===== src/rtl/gps_pkg.sv =====
// Shared state encoding, ASCII constants and conversion helpers for gps_utc_local.
// Declarations only: no latency, no flow control.
package gps_pkg;

  typedef enum logic [2:0] {
    ST_IDLE,
    ST_CHECK,
    ST_CONV,
    ST_ADJ,
    ST_ROLL,
    ST_OUT
  } state_t;

  localparam logic [7:0] ASCII_ZERO = 8'h30;
  localparam logic [7:0] ASCII_NINE = 8'h39;
  localparam logic [7:0] ASCII_DOT  = 8'h2E;

  function automatic logic [4:0] days_in_month(input logic [7:0] month,
                                               input logic [7:0] yy,
                                               input logic       leap_en);
    logic [4:0] days;
    case (month)
      8'd2:                    days = (leap_en && ((yy % 8'd4) == 8'd0)) ? 5'd29 : 5'd28;
      8'd4, 8'd6, 8'd9, 8'd11: days = 5'd30;
      default:                 days = 5'd31;
    endcase
    return days;
  endfunction

  function automatic logic is_digit(input logic [7:0] c);
    return (c >= ASCII_ZERO) && (c <= ASCII_NINE);
  endfunction

  // Only meaningful when both bytes are digits; garbage otherwise.
  function automatic logic [7:0] ascii2bin(input logic [15:0] pair);
    return (pair[15:8] - ASCII_ZERO) * 8'd10 + (pair[7:0] - ASCII_ZERO);
  endfunction

  function automatic logic [7:0] bin2bcd(input logic [7:0] v);
    logic [7:0] tens;
    tens = v / 8'd10;
    return (tens << 4) | (v - tens * 8'd10);
  endfunction

endpackage


===== src/rtl/gps_days_in_month.sv =====
// Combinational (month, yy) -> month length 28..31; zero latency, no flow control.
// GPS_LEAP_YEAR_EN defined: February of every yy%4==0 year has 29 days.
module gps_days_in_month
  import gps_pkg::*;
(
  input  logic [7:0] month,
  input  logic [7:0] yy,
  output logic [4:0] days
);

`ifdef GPS_LEAP_YEAR_EN
  localparam logic LEAP_EN = 1'b1;
`else
  localparam logic LEAP_EN = 1'b0;
`endif

  assign days = days_in_month(month, yy, LEAP_EN);

endmodule


===== src/rtl/gps_utc_local.sv =====
// ASCII GPRMC UTC time/date -> local BCD time/date; local_valid 5 clocks after capture.
// No backpressure: inputs are sampled once quiet; optional GPS_LEAP_YEAR_EN enables Feb 29.
module gps_utc_local
  import gps_pkg::*;
#(
  parameter int TZ_HOURS   = 8,
  parameter int STABLE_CYC = 100000
) (
  input  logic        clk,
  input  logic        rst_n,
  input  logic [71:0] time_in,
  input  logic [47:0] date_in,
  output logic [7:0]  loc_hour,
  output logic [7:0]  loc_min,
  output logic [7:0]  loc_sec,
  output logic [7:0]  loc_day,
  output logic [7:0]  loc_month,
  output logic [7:0]  loc_year,
  output logic        date_ok,
  output logic        local_valid,
  output logic        fmt_err
);

  localparam int              CW         = $clog2(STABLE_CYC + 1);
  localparam logic [CW-1:0]   STABLE_MAX = CW'(STABLE_CYC);
  localparam logic signed [7:0] TZ       = 8'(TZ_HOURS);

  state_t        state, state_nxt;
  logic [71:0]   time_q, snap_time;
  logic [47:0]   date_q, snap_date;
  logic [119:0]  last_pair;
  logic [CW-1:0] stab_cnt;
  logic          has_date;
  logic          capture;
  logic [7:0]    hh_b, mm_b, ss_b, yy_b, mo_b, dd_b;
  logic [7:0]    c_hh, c_mm, c_ss, c_yy, c_mo, c_dd;
  logic          time_dig_ok, date_dig_ok, chk_ok;
  logic [7:0]    prev_mo, prev_yy, next_mo, next_yy, dim_month, dim_year;
  logic [4:0]    dim;
  logic signed [7:0] h_sum;

  // The extractor rewrites fields a byte at a time, so wait for a quiet window.
  always_ff @(posedge clk or negedge rst_n) begin
    if (!rst_n) begin
      time_q   <= '0;
      date_q   <= '0;
      stab_cnt <= '0;
    end else begin
      time_q <= time_in;
      date_q <= date_in;
      if ((time_in != time_q) || (date_in != date_q))
        stab_cnt <= '0;
      else if (stab_cnt != STABLE_MAX)
        stab_cnt <= stab_cnt + CW'(1);
    end
  end

  assign capture = (state == ST_IDLE) && (stab_cnt == STABLE_MAX) &&
                   (time_q != '0) && ({time_q, date_q} != last_pair);

  always_comb begin
    time_dig_ok = (snap_time[23:16] == ASCII_DOT);
    for (int i = 0; i < 9; i++)
      if (i != 2) time_dig_ok = time_dig_ok & is_digit(snap_time[i*8 +: 8]);
    date_dig_ok = 1'b1;
    for (int i = 0; i < 6; i++)
      date_dig_ok = date_dig_ok & is_digit(snap_date[i*8 +: 8]);
  end

  assign c_hh = ascii2bin(snap_time[71:56]);
  assign c_mm = ascii2bin(snap_time[55:40]);
  assign c_ss = ascii2bin(snap_time[39:24]);
  assign c_yy = ascii2bin(snap_date[47:32]);
  assign c_mo = ascii2bin(snap_date[31:16]);
  assign c_dd = ascii2bin(snap_date[15:0]);

  assign chk_ok = time_dig_ok && (c_hh <= 8'd23) && (c_mm <= 8'd59) && (c_ss <= 8'd60) &&
                  (!has_date || (date_dig_ok && (c_mo >= 8'd1) && (c_mo <= 8'd12) &&
                                 (c_dd >= 8'd1) && (c_dd <= {3'd0, dim})));

  assign prev_mo = (mo_b == 8'd1) ? 8'd12 : mo_b - 8'd1;
  assign prev_yy = (mo_b != 8'd1) ? yy_b : ((yy_b == 8'd0) ? 8'd99 : yy_b - 8'd1);
  assign next_mo = (mo_b == 8'd12) ? 8'd1 : mo_b + 8'd1;
  assign next_yy = (mo_b != 8'd12) ? yy_b : ((yy_b == 8'd99) ? 8'd0 : yy_b + 8'd1);

  // One lookup serves CHECK (received month) and ROLL (current or previous month).
  assign dim_month = (state == ST_CHECK) ? c_mo : ((dd_b == 8'd0) ? prev_mo : mo_b);
  assign dim_year  = (state == ST_CHECK) ? c_yy : ((dd_b == 8'd0) ? prev_yy : yy_b);

  gps_days_in_month u_dim (
    .month (dim_month),
    .yy    (dim_year),
    .days  (dim)
  );

  assign h_sum = $signed(hh_b) + TZ;

  always_ff @(posedge clk or negedge rst_n) begin
    if (!rst_n) state <= ST_IDLE;
    else        state <= state_nxt;
  end

  always_comb begin
    state_nxt = state;
    case (state)
      ST_IDLE:  if (capture) state_nxt = ST_CHECK;
      ST_CHECK: state_nxt = chk_ok ? ST_CONV : ST_IDLE;
      ST_CONV:  state_nxt = ST_ADJ;
      ST_ADJ:   state_nxt = ST_ROLL;
      ST_ROLL:  state_nxt = ST_OUT;
      ST_OUT:   state_nxt = ST_IDLE;
      default:  state_nxt = ST_IDLE;
    endcase
  end

  always_ff @(posedge clk or negedge rst_n) begin
    if (!rst_n) begin
      snap_time   <= '0;
      snap_date   <= '0;
      last_pair   <= '0;
      has_date    <= 1'b0;
      hh_b        <= '0;
      mm_b        <= '0;
      ss_b        <= '0;
      yy_b        <= '0;
      mo_b        <= '0;
      dd_b        <= '0;
      loc_hour    <= '0;
      loc_min     <= '0;
      loc_sec     <= '0;
      loc_day     <= '0;
      loc_month   <= '0;
      loc_year    <= '0;
      date_ok     <= 1'b0;
      local_valid <= 1'b0;
      fmt_err     <= 1'b0;
    end else begin
      local_valid <= 1'b0;
      fmt_err     <= 1'b0;
      case (state)
        ST_IDLE: if (capture) begin
          snap_time <= time_q;
          snap_date <= date_q;
          last_pair <= {time_q, date_q};
          has_date  <= |date_q;
        end
        ST_CHECK: fmt_err <= !chk_ok;
        ST_CONV: begin
          hh_b <= c_hh;
          mm_b <= c_mm;
          ss_b <= c_ss;
          yy_b <= c_yy;
          mo_b <= c_mo;
          dd_b <= c_dd;
        end
        ST_ADJ: begin
          if (h_sum >= 8'sd24) begin
            hh_b <= $unsigned(h_sum - 8'sd24);
            if (has_date) dd_b <= dd_b + 8'd1;
          end else if (h_sum < 8'sd0) begin
            hh_b <= $unsigned(h_sum + 8'sd24);
            if (has_date) dd_b <= dd_b - 8'd1;
          end else begin
            hh_b <= $unsigned(h_sum);
          end
        end
        ST_ROLL: if (has_date) begin
          if (dd_b == 8'd0) begin
            dd_b <= {3'd0, dim};
            mo_b <= prev_mo;
            yy_b <= prev_yy;
          end else if (dd_b > {3'd0, dim}) begin
            dd_b <= 8'd1;
            mo_b <= next_mo;
            yy_b <= next_yy;
          end
        end
        ST_OUT: begin
          loc_hour    <= bin2bcd(hh_b);
          loc_min     <= bin2bcd(mm_b);
          loc_sec     <= bin2bcd(ss_b);
          date_ok     <= has_date;
          local_valid <= 1'b1;
          if (has_date) begin
            loc_day   <= bin2bcd(dd_b);
            loc_month <= bin2bcd(mo_b);
            loc_year  <= bin2bcd(yy_b);
          end
        end
        default: ;
      endcase
    end
  end

endmodule


===== config.mk =====
export PLATFORM = sky130hd
export DESIGN_NAME = gps_utc_local
export DESIGN_NICKNAME = d
export VERILOG_FILES = /design/src/rtl/gps_pkg.sv /design/src/rtl/gps_days_in_month.sv /design/src/rtl/gps_utc_local.sv
export SDC_FILE = /design/constraint.sdc
export NUM_CORES = 1
export LEC_CHECK = 0
export ABC_AREA = 1
export CORE_UTILIZATION = 50
export CTS_CLUSTER_SIZE = 40
export DETAILED_ROUTE_END_ITERATION = 8
export DONT_BUFFER_PORTS = 1
export GPL_TIMING_DRIVEN = 1
export PLACE_DENSITY = 0.72
export SKIP_CTS_REPAIR_TIMING = 1
export SLEW_MARGIN = 10
export SYNTH_ARGS = -nofsm -noshare
export SYNTH_HDL_FRONTEND = slang
export SYNTH_SLANG_ARGS = --single-unit

===== constraint.sdc =====
create_clock -name clk -period 5.9 [get_ports clk]
set_clock_uncertainty 0.1 [all_clocks]
set_input_delay 1.18 -clock clk [delete_from_list [all_inputs] [get_ports clk]]
set_output_delay 1.18 -clock clk [all_outputs]
set_load 0.03 [all_outputs]

* Word-level counts from Yosys, hierarchy flattened
Cells that the tools add are included.
Word-level totals: register bits after elaboration 480, input bits 122, output and inout port bits 51, word-level logic and storage cells 240
Cells by class: add/sub/neg operators 34, multipliers 12, divide/modulo/power cells 6, $lt $le $gt $ge 38, equal/unequal tests 29, multiplexer cells 35, bitwise operators 19, reductions and logical operators 44
Operators with widths (number):
- two-way mux 8 bit | 23
- <= comparator 8 x 6 -> 1 bit, second input constant | 16
- >= comparator 8 x 6 -> 1 bit, second input constant | 15
- inequality test 120 bit | 1
- subtractor 8 x 6 -> 8 bit, second input constant | 13
- multiplier 8 x 3 -> 7 bit, second input constant | 12
- inequality test 72 bit | 1
- nonzero test 72 bit | 1
- adder 8 bit | 6
- divider 8 x 4 -> 8 bit, second input constant | 6
- inequality test 48 bit | 1
- OR 8 bit | 6
- one-hot mux 8 bit (2 select lines) | 3
- OR reduction 48 bit | 1
- subtractor 8 bit | 6
- two-way mux 17 bit | 2
- logical AND 1 bit | 25
- adder 8 x 1 -> 8 bit, second input constant | 3
- == test 8 x 4 -> 1 bit, second input constant | 3
- one-hot mux 8 bit (3 select lines) | 1
- subtractor 8 x 1 -> 8 bit, second input constant | 3
- inequality test 3 bit, second input constant | 6
- adder 17 x 1 -> 17 bit, second input constant | 1
- == test 17 bit, second input constant | 1
- 37 further kinds | 61

* Logic depth before layout (Yosys ltp)
Gate-level depths: netlist of the first run.
word-level depth 16, gate-level depth with buffers 36

* Modules after synthesis
A second synthesis of the first run with hierarchy kept.
Second synthesis, totals: cell total of the unflattened synthesis 3029, area total of the unflattened synthesis 24712.5 sq um
By module, submodules not included:
- gps_utc_local | times used 1, cells each 3008, area each 24616.1 sq um
- gps_days_in_month | times used 1, cells each 21, area each 96.3 sq um

* Worst setup path before layout of the first run
Ideal clock, no wire load.
path kind reg2reg, from register yy_b[5], to register loc_year[6], setup time 0.120 ns, arrival time 4.401 ns, required time 5.680 ns, slack 1.280 ns, stages on the path, launching flop included 35, path buffers 0, path through dfrtp_1 inv_2 ha_1 nor2_1 nor2_1 inv_1 nand2_2 nand2_2 nand2_1 nand3_2 nand2_2 nand3_2 nand2_1 nand2_1 nand2_1 nand3_1 nand2_1 inv_1 ha_1 nand3b_1 nand3_1 nor2_1 nor2_1 nand2_1 ha_1 ha_1 inv_1 fa_1 ha_1 inv_1 o21ai_0 xnor2_1 nand3_1 o21ai_0 inv_1
On the way: word-level cells in the longest chain between the ends 4
Ends and longest elaborated chain:
- start: declaration | RTL line gps_utc_local.sv:35 | logic [7:0] hh_b, mm_b, ss_b, yy_b, mo_b, dd_b;
- start signal: assignment | RTL line gps_utc_local.sv:152 | yy_b <= c_yy;
- start signal: assignment | RTL line gps_utc_local.sv:171 | yy_b <= prev_yy;
- start signal: assignment | RTL line gps_utc_local.sv:175 | yy_b <= next_yy;
- divider 8 x 4 -> 8 bit | RTL line gps_pkg.sv:41 | tens = v / 8'd10;
- multiplier 8 x 3 -> 7 bit | RTL line gps_pkg.sv:42 | return (tens << 4) | (v - tens * 8'd10);
- subtractor 8 bit | RTL line gps_pkg.sv:42
- OR 8 bit (*) | RTL line gps_pkg.sv:42
- end signal: assignment | RTL line gps_utc_local.sv:187 | loc_year <= bin2bcd(yy_b);
- end: declaration | RTL line gps_utc_local.sv:18 | output logic [7:0] loc_year,
Mark *: on every way between the ends. The rest lies on a longest branch, timed or not. A chain may end at the register's enable or synchronous reset.

* Final worst setup path of the first run
from register yy_b[6], to register loc_year[6]
Same word-level chain as after synthesis.

==> metrics.md, run 1 <==
| Metric | Value |
|---|---|
| Fin area | `0.0267 mm^2` |
| Async SR Flop Fraction | `1.00` |
| Router iterations before antenna repair | `6` |
| Critical Path AT | `5.72 ns` |
| DPL Wire Length | `46.1 mm` |
| Total Routing Usage GR | `0.245` |
| RSZ-0062 raised after global routing | `no` |
| Max transition margin | `0.342` |
| Sink Count | `360` |
| TritonCTS clock tree | `built` |
| H-tree levels | `2` |
| Final GP Congestion | `0.906` |
| Fmax | `0.186 GHz` |
| Boundary pin count | `173` |
| Count leader, synth | `nand2_1` |
| Clk slew on worst S/H paths | `0.06 ns` |
| CP endpoint kind | `flop` |
| Flop-to-flop setup slack | `0.54 ns` |
| Seq/Total Area, Yosys | `0.366` |
| Main synth FF type | `dfrtp_1` |
| #FFs+latches synth | `360` |
| Die width | `224 um` |
| Sum of negative setup slack | `0 ns` |
| Leakage | `13.2 nW` |
| Worst skew pair latency | `0.57 ns` |
| DR WL met3 | `4.03 mm` |
| Worst Path Required | `6.25 ns` |
| EDFF count, synth | `0` |
| Final setup vio count | `0` |
| Area post-placement | `0.0252 mm^2` |
| Initial core utilization | `0.511` |
| Chip Height | `224 um` |
| Max FO, Critical Path | `8` |
| Wire per inst | `16.3 um` |
| Post-route ant nets | `0` |
| Register area | `0.00901 mm^2` |
| Port Buffers | `0` |
| Yosys top cell area share | `0.366` |
| Syn Inst Count | `3004` |
| Total Nets Final | `3360` |
| Worst stage delay on the critical path | `0.48 ns` |
| Vias in the first global route | `19.3k` |
| Filler cells | `4337` |
| CTS buffer count | `41` |
| Pin count of the biggest net entering global routing | `361` |
| Synth cell types | `61` |
| Share of cells above drive strength 1 | `0.0822` |
| Slew Limit Fails | `0` |
| Post-synth top cells | `nand2_1, inv_1, dfrtp_1, o21ai_0, ha_1` |
| Total Power | `5.44 mW` |
| Crit share post-route | `0.909` |
| Initial antenna violation count | `0` |
| Mean Syn Cell Area | `8.20 um^2` |
| Root Buffer | `clkbuf_16` |
| PD cells | `204 mW/mm^2` |
| Worst vdd ir | `222 uV` |
| Remaining DRCs | `0` |
| Synth area leaders | `dfrtp_1, ha_1, nand2_1, xnor2_1, inv_1` |
| Critical path class | `flop to flop` |
| Most common cell on crit path | `nand2_1` |
| Cell taking the most area after synthesis | `dfrtp_1` |
| Post-Synthesis Net Count | `3366` |
| Vias/cell | `5.32` |
| Congestion Overflow GR | `0` |
| Longest Clk Path Bufs | `3` |
| Non-filler instance count after layout | `3687` |
| Routed wire length | `60.1 mm` |
| Hold WS | `0.219 ns` |
| Actual slew at the worst max-slew pin | `0.978 ns` |
| First-pass GRT wire length | `99.7 mm` |
| Slowest cell on crit path | `dfrtp_1` |
| N_diodes | `0` |
| P&R area growth vs syn | `8.29%` |
| Row count | `80` |
| Die footprint | `0.0501 mm^2` |
| Fin crit period | `5.36 ns` |
| Wire length on met1 | `28.0 mm` |
| Iter 0 DRT Violations | `1431` |
| Worst setup SP type | `flop` |
| Mapped Area | `0.0246 mm^2` |
| Hold WC Path Type | `input port to async pin` |
| WL met2 | `26.4 mm` |
| Top Metal Used | `met4` |
| Synth Warn # | `0` |
| Max Cap Viol | `0` |
| Hold Vio Cnt, Final | `0` |
| Via count | `19.6k` |
| Cell total after placement | `3611` |
| Core outline area | `0.0481 mm^2` |
| Multi-input gate area | `0.0137 mm^2` |
| Status | `complete, no violations` |
-- per-stage QoR --
| step | setup WS (ns) | utilization |
|---|---|---|
| floorplan | 1.28 | - |
| global placement | 0.598 | 0.524 |
| detailed placement | 0.455 | 0.524 |
| CTS | 0.440 | 0.554 |
| global route | 0.0597 | 0.554 |
| finish | 0.537 | 0.554 |
-- registers in the layout (all words and copies together) (netlist names), 3 cells and up --
signal,cells
snap_time,72
time_q,72
date_q,48
snap_date,47
stab_cnt,17
dd_b,8
hh_b,8
loc_day,8
loc_hour,8
loc_min,8
loc_month,8
loc_sec,8
loc_year,8
mm_b,8
mo_b,8
ss_b,8
yy_b,8
state,3
-- cells by family (layout without fill, tap and decap cells) --
| family | count (synthesis) | in the layout | share of synthesized area |
|---|---|---|---|
| AOI/OAI and AO/OA | 412 | 412 | 0.0930 |
| and+or+nand+nor | 1216 | 1216 | 0.228 |
| adders and majority gates | 240 | 240 | 0.130 |
| DFF | 360 | 360 | 0.366 |
| buffers and inverters | 480 | 507 | 0.0766 |
| xor gates and xnor gates | 296 | 296 | 0.107 |
-- cells in the final DEF, fill, tap and decap left out, types with 37 or more instances in the layout --
master	instances
or2_2	72
nand4_1	78
nand2_2	37
clkbuf_16	42
xnor2_1	209
nand2_1	621
a21oi_1	95
ha_1	215
nor2_1	116
o21ai_0	216
nor4_1	45
dfrtp_1	359
inv_1	398
nand3_1	166
xor2_1	83
-- worst paths after layout --
path,cells past startpoint,start,end
max in group asynchronous,0,rst_n,yy_b[5]
worst min-delay path,0,rst_n,time_q[21]
worst max register to register,34,yy_b[6],loc_year[6]
worst min register to register,2,snap_time[8],snap_time[8]
worst max-delay path,34,yy_b[6],loc_year[6]
min in group clk,2,snap_time[8],snap_time[8]
-- metal layers --
layer / GRT usage / vias up
met5: 0 / -
met4: 0.0722 / 0
met3: 0.0538 / 86
met2: 0.376 / 458
met1: 0.348 / 9223
li1: - / 9841
-- layout make-up --
cell class              count  share of cell area
well taps                 656              0.0308
inverters                 424              0.0597
multi-input cells        2164               0.515
repair buffers              7             0.00244
flip-flops and latches    360               0.338
clock inverters            17             0.00802
clock buffers              59              0.0459
-- critical path, delay by kind of cell, from the launching register on --
family                     cells  cell delay (ns)
buffers and inverters          6             0.49
DFF                            1             0.48
adders and majority gates      6             1.74
xor gates and xnor gates       1             0.15
and+or+nand+nor               19             1.97
AOI/OAI and AO/OA              2             0.31
-- report_power, final --
part | internal (mW) | switching (mW)
Clock | 1.63 | 1.08
Sequential | 2.51 | 0.0489
Combinational | 0.0886 | 0.0836
Total | 4.23 | 1.21
Note: power is estimated with default switching activity, not from simulation.
==> run 2: changes to the inputs <==
--- a/config.mk
+++ b/config.mk
@@ -12,6 +12,7 @@
 export DONT_BUFFER_PORTS = 1
 export GPL_TIMING_DRIVEN = 1
 export PLACE_DENSITY = 0.72
+export REMOVE_ABC_BUFFERS = 1
 export SKIP_CTS_REPAIR_TIMING = 1
 export SLEW_MARGIN = 10
 export SYNTH_ARGS = -nofsm -noshare
==> run 2 against run 1 <==
  * Wire length grew 0.92%
  * Total power shrank 1.6%
  * Critical path depth shrank 5
  * Clock power shrank 3%
  * Sequential power is essentially flat
  * Global-route usage shrank 0.059 points
  * Largest power group unchanged
  * First-iteration DRC count shrank 6.1%
  * Hold slack lost 0.010 ns
  * Sequential cell count is the same
  * Critical path type unchanged
==> metrics.md, run 2 (synthesis gave the netlist of run 1 again) <==
| Metric | Value |
|---|---|
| Wire per inst | `16.4 um (+0.95%)` |
| Row count | `80 (unchanged)` |
| Total Routing Usage GR | `0.245 (-0.000586)` |
| Final GP Congestion | `0.901 (-0.52%)` |
| Worst stage delay on the critical path | `0.49 ns (about the same)` |
| Core outline area | `0.0481 mm^2 (unchanged)` |
| Total Nets Final | `3361 (+0.030%)` |
| Boundary pin count | `173 (unchanged)` |
| Flop-to-flop setup slack | `0.58 ns (+0.05 ns)` |
| Share of cells above drive strength 1 | `0.0818 (-0.000303)` |
| Via count | `19.7k (+0.45%)` |
| Initial antenna violation count | `0 (unchanged)` |
| Fin crit period | `5.32 ns (-0.0475 ns)` |
| Filler cells | `4350 (+0.30%)` |
| Sum of negative setup slack | `0 ns (unchanged)` |
| P&R area growth vs syn | `8.12%` |
| Pin count of the biggest net entering global routing | `361 (unchanged)` |
| Actual slew at the worst max-slew pin | `0.968 ns (-0.00960 ns)` |
| Post-route ant nets | `0 (unchanged)` |
| CTS buffer count | `43 (+4.9%)` |
| DPL Wire Length | `46.0 mm (about the same)` |
| Hold WC Path Type | `input port to async pin` |
| Sink Count | `360 (unchanged)` |
| Hold WS | `0.209 ns (-0.0103 ns)` |
| Largest regs | `snap_time: 72 flops, time_q: 72 flops, date_q: 48 flops` |
| Clk slew on worst S/H paths | `0.07 ns (about the same)` |
| Max transition margin | `0.349 (+0.00646)` |
| Critical path class | `flop to flop` |
| Remaining DRCs | `0 (unchanged)` |
| Die footprint | `0.0501 mm^2 (unchanged)` |
| Die width | `224 um (unchanged)` |
| TritonCTS clock tree | `built` |
| Crit share post-route | `0.901 (-0.00805)` |
| Most common cell on crit path | `nand2_2` |
| Vias/cell | `5.34 (+0.48%)` |
| CP endpoint kind | `flop` |
| Worst vdd ir | `251 uV (+13%)` |
| Final setup vio count | `0 (unchanged)` |
| Chip Height | `224 um (unchanged)` |
| Slowest cell on crit path | `dfrtp_1` |
| Max Cap Viol | `0 (unchanged)` |
| Router iterations before antenna repair | `6 (unchanged)` |
| Status | `complete, no violations` |
| Critical Path AT | `5.69 ns (-0.03 ns)` |
| Most common cell after layout, fill and taps aside | `nand2_1` |
| Root Buffer | `clkbuf_16` |
| Routed wire length | `60.6 mm (+0.92%)` |
| Initial core utilization | `0.511 (unchanged)` |
| N_diodes | `0 (unchanged)` |
| Worst skew pair latency | `0.58 ns (about the same)` |
| Most frequent cells in the layout | `nand2_1, inv_1, dfrtp_1, o21ai_0, ha_1` |
| Slew Limit Fails | `0 (unchanged)` |
| Iter 0 DRT Violations | `1344 (-6.1%)` |
| Fmax | `0.188 GHz (+0.89%)` |
| Hold Vio Cnt, Final | `0 (unchanged)` |
| Max FO, Critical Path | `10 (+2)` |
| Register area | `0.00901 mm^2 (about the same)` |
| PD cells | `201 mW/mm^2 (-1.4%)` |
| Longest Clk Path Bufs | `3 (unchanged)` |
| Leakage | `13.2 nW (-0.13%)` |
| Vias in the first global route | `19.4k (+0.40%)` |
| RSZ-0062 raised after global routing | `no` |
| Port Buffers | `0 (unchanged)` |
| H-tree levels | `2 (unchanged)` |
| First-pass GRT wire length | `99.8 mm (about the same)` |
| Congestion Overflow GR | `0 (unchanged)` |
| Worst Path Required | `6.27 ns (+0.02 ns)` |
| Worst setup SP type | `flop` |
| Multi-input gate area | `0.0137 mm^2 (unchanged)` |
| Core Util, Final | `0.553 (-0.000857)` |
## run 2: changes by cell type in the layout (fill, tap and decap cells not counted), sizes merged
cell    before  now
buf          7    6
bufinv       4    0
clkbuf      59   61
clkinv      14   15
inv        422  423
## run 2: layout make-up
class	instances	area share
clock buffer	61	0.0478
sequential	360	0.338
clock inverter	15	0.00498
timing repair buffer	6	0.00216
inverter	424	0.0598
multi-input combinational	2164	0.516
tap	656	0.0308
## run 2: path summary, 6_finish.rpt
path,start,to,cells after the start
min in group clk,snap_date[36],snap_date[36],2
setup reg to reg,hh_b[3],loc_hour[6],29
setup / recovery,hh_b[3],loc_hour[6],29
hold reg to reg,snap_date[36],snap_date[36],2
hold / removal,rst_n,snap_time[20],0
max in group asynchronous,rst_n,loc_year[7],0
## run 2: layer usage
metal | track usage | vias to the layer above | share of wire
met3 | 0.0481 | 68 | 0.057
met4 | 0.0583 | 0 | 0.019
met2 | 0.395 | 422 | 0.46
li1 | - | 9826 | -
met5 | 0 | - | 0
met1 | 0.338 | 9381 | 0.47
## run 2: critical path: cells and delay by family, from the launching register on
kind,cells,cell delay (ns)
AOI/OAI and AO/OA,4,0.98
adders and majority gates,6,1.74
buffers and inverters,5,0.65
DFF,1,0.49
and+or+nand+nor,14,1.23
## run 2: report_power, final
| part | switching [mW] | total, mW | leakage (nW) | internal, mW |
|---|---|---|---|---|
| Sequential | 0.0470 | 2.56 | 4.75 | 2.51 |
| Clock | 1.11 | 2.62 | 0.703 | 1.52 |
| Combinational | 0.0857 | 0.174 | 7.75 | 0.0887 |
| Total | 1.24 | 5.36 | 13.2 | 4.12 |
## run 2: metrics by stage
step	instance area [um^2]	setup slack, ns	total power [mW]	instances
global route	26600	0.0661	5.54	3686
CTS	26600	0.566	5.42	3686
detailed placement	25200	0.611	2.77	3610
finish	26600	0.585	5.36	3686
floorplan	24300	0.383	2.73	2948
global placement	25200	0.723	2.77	3610
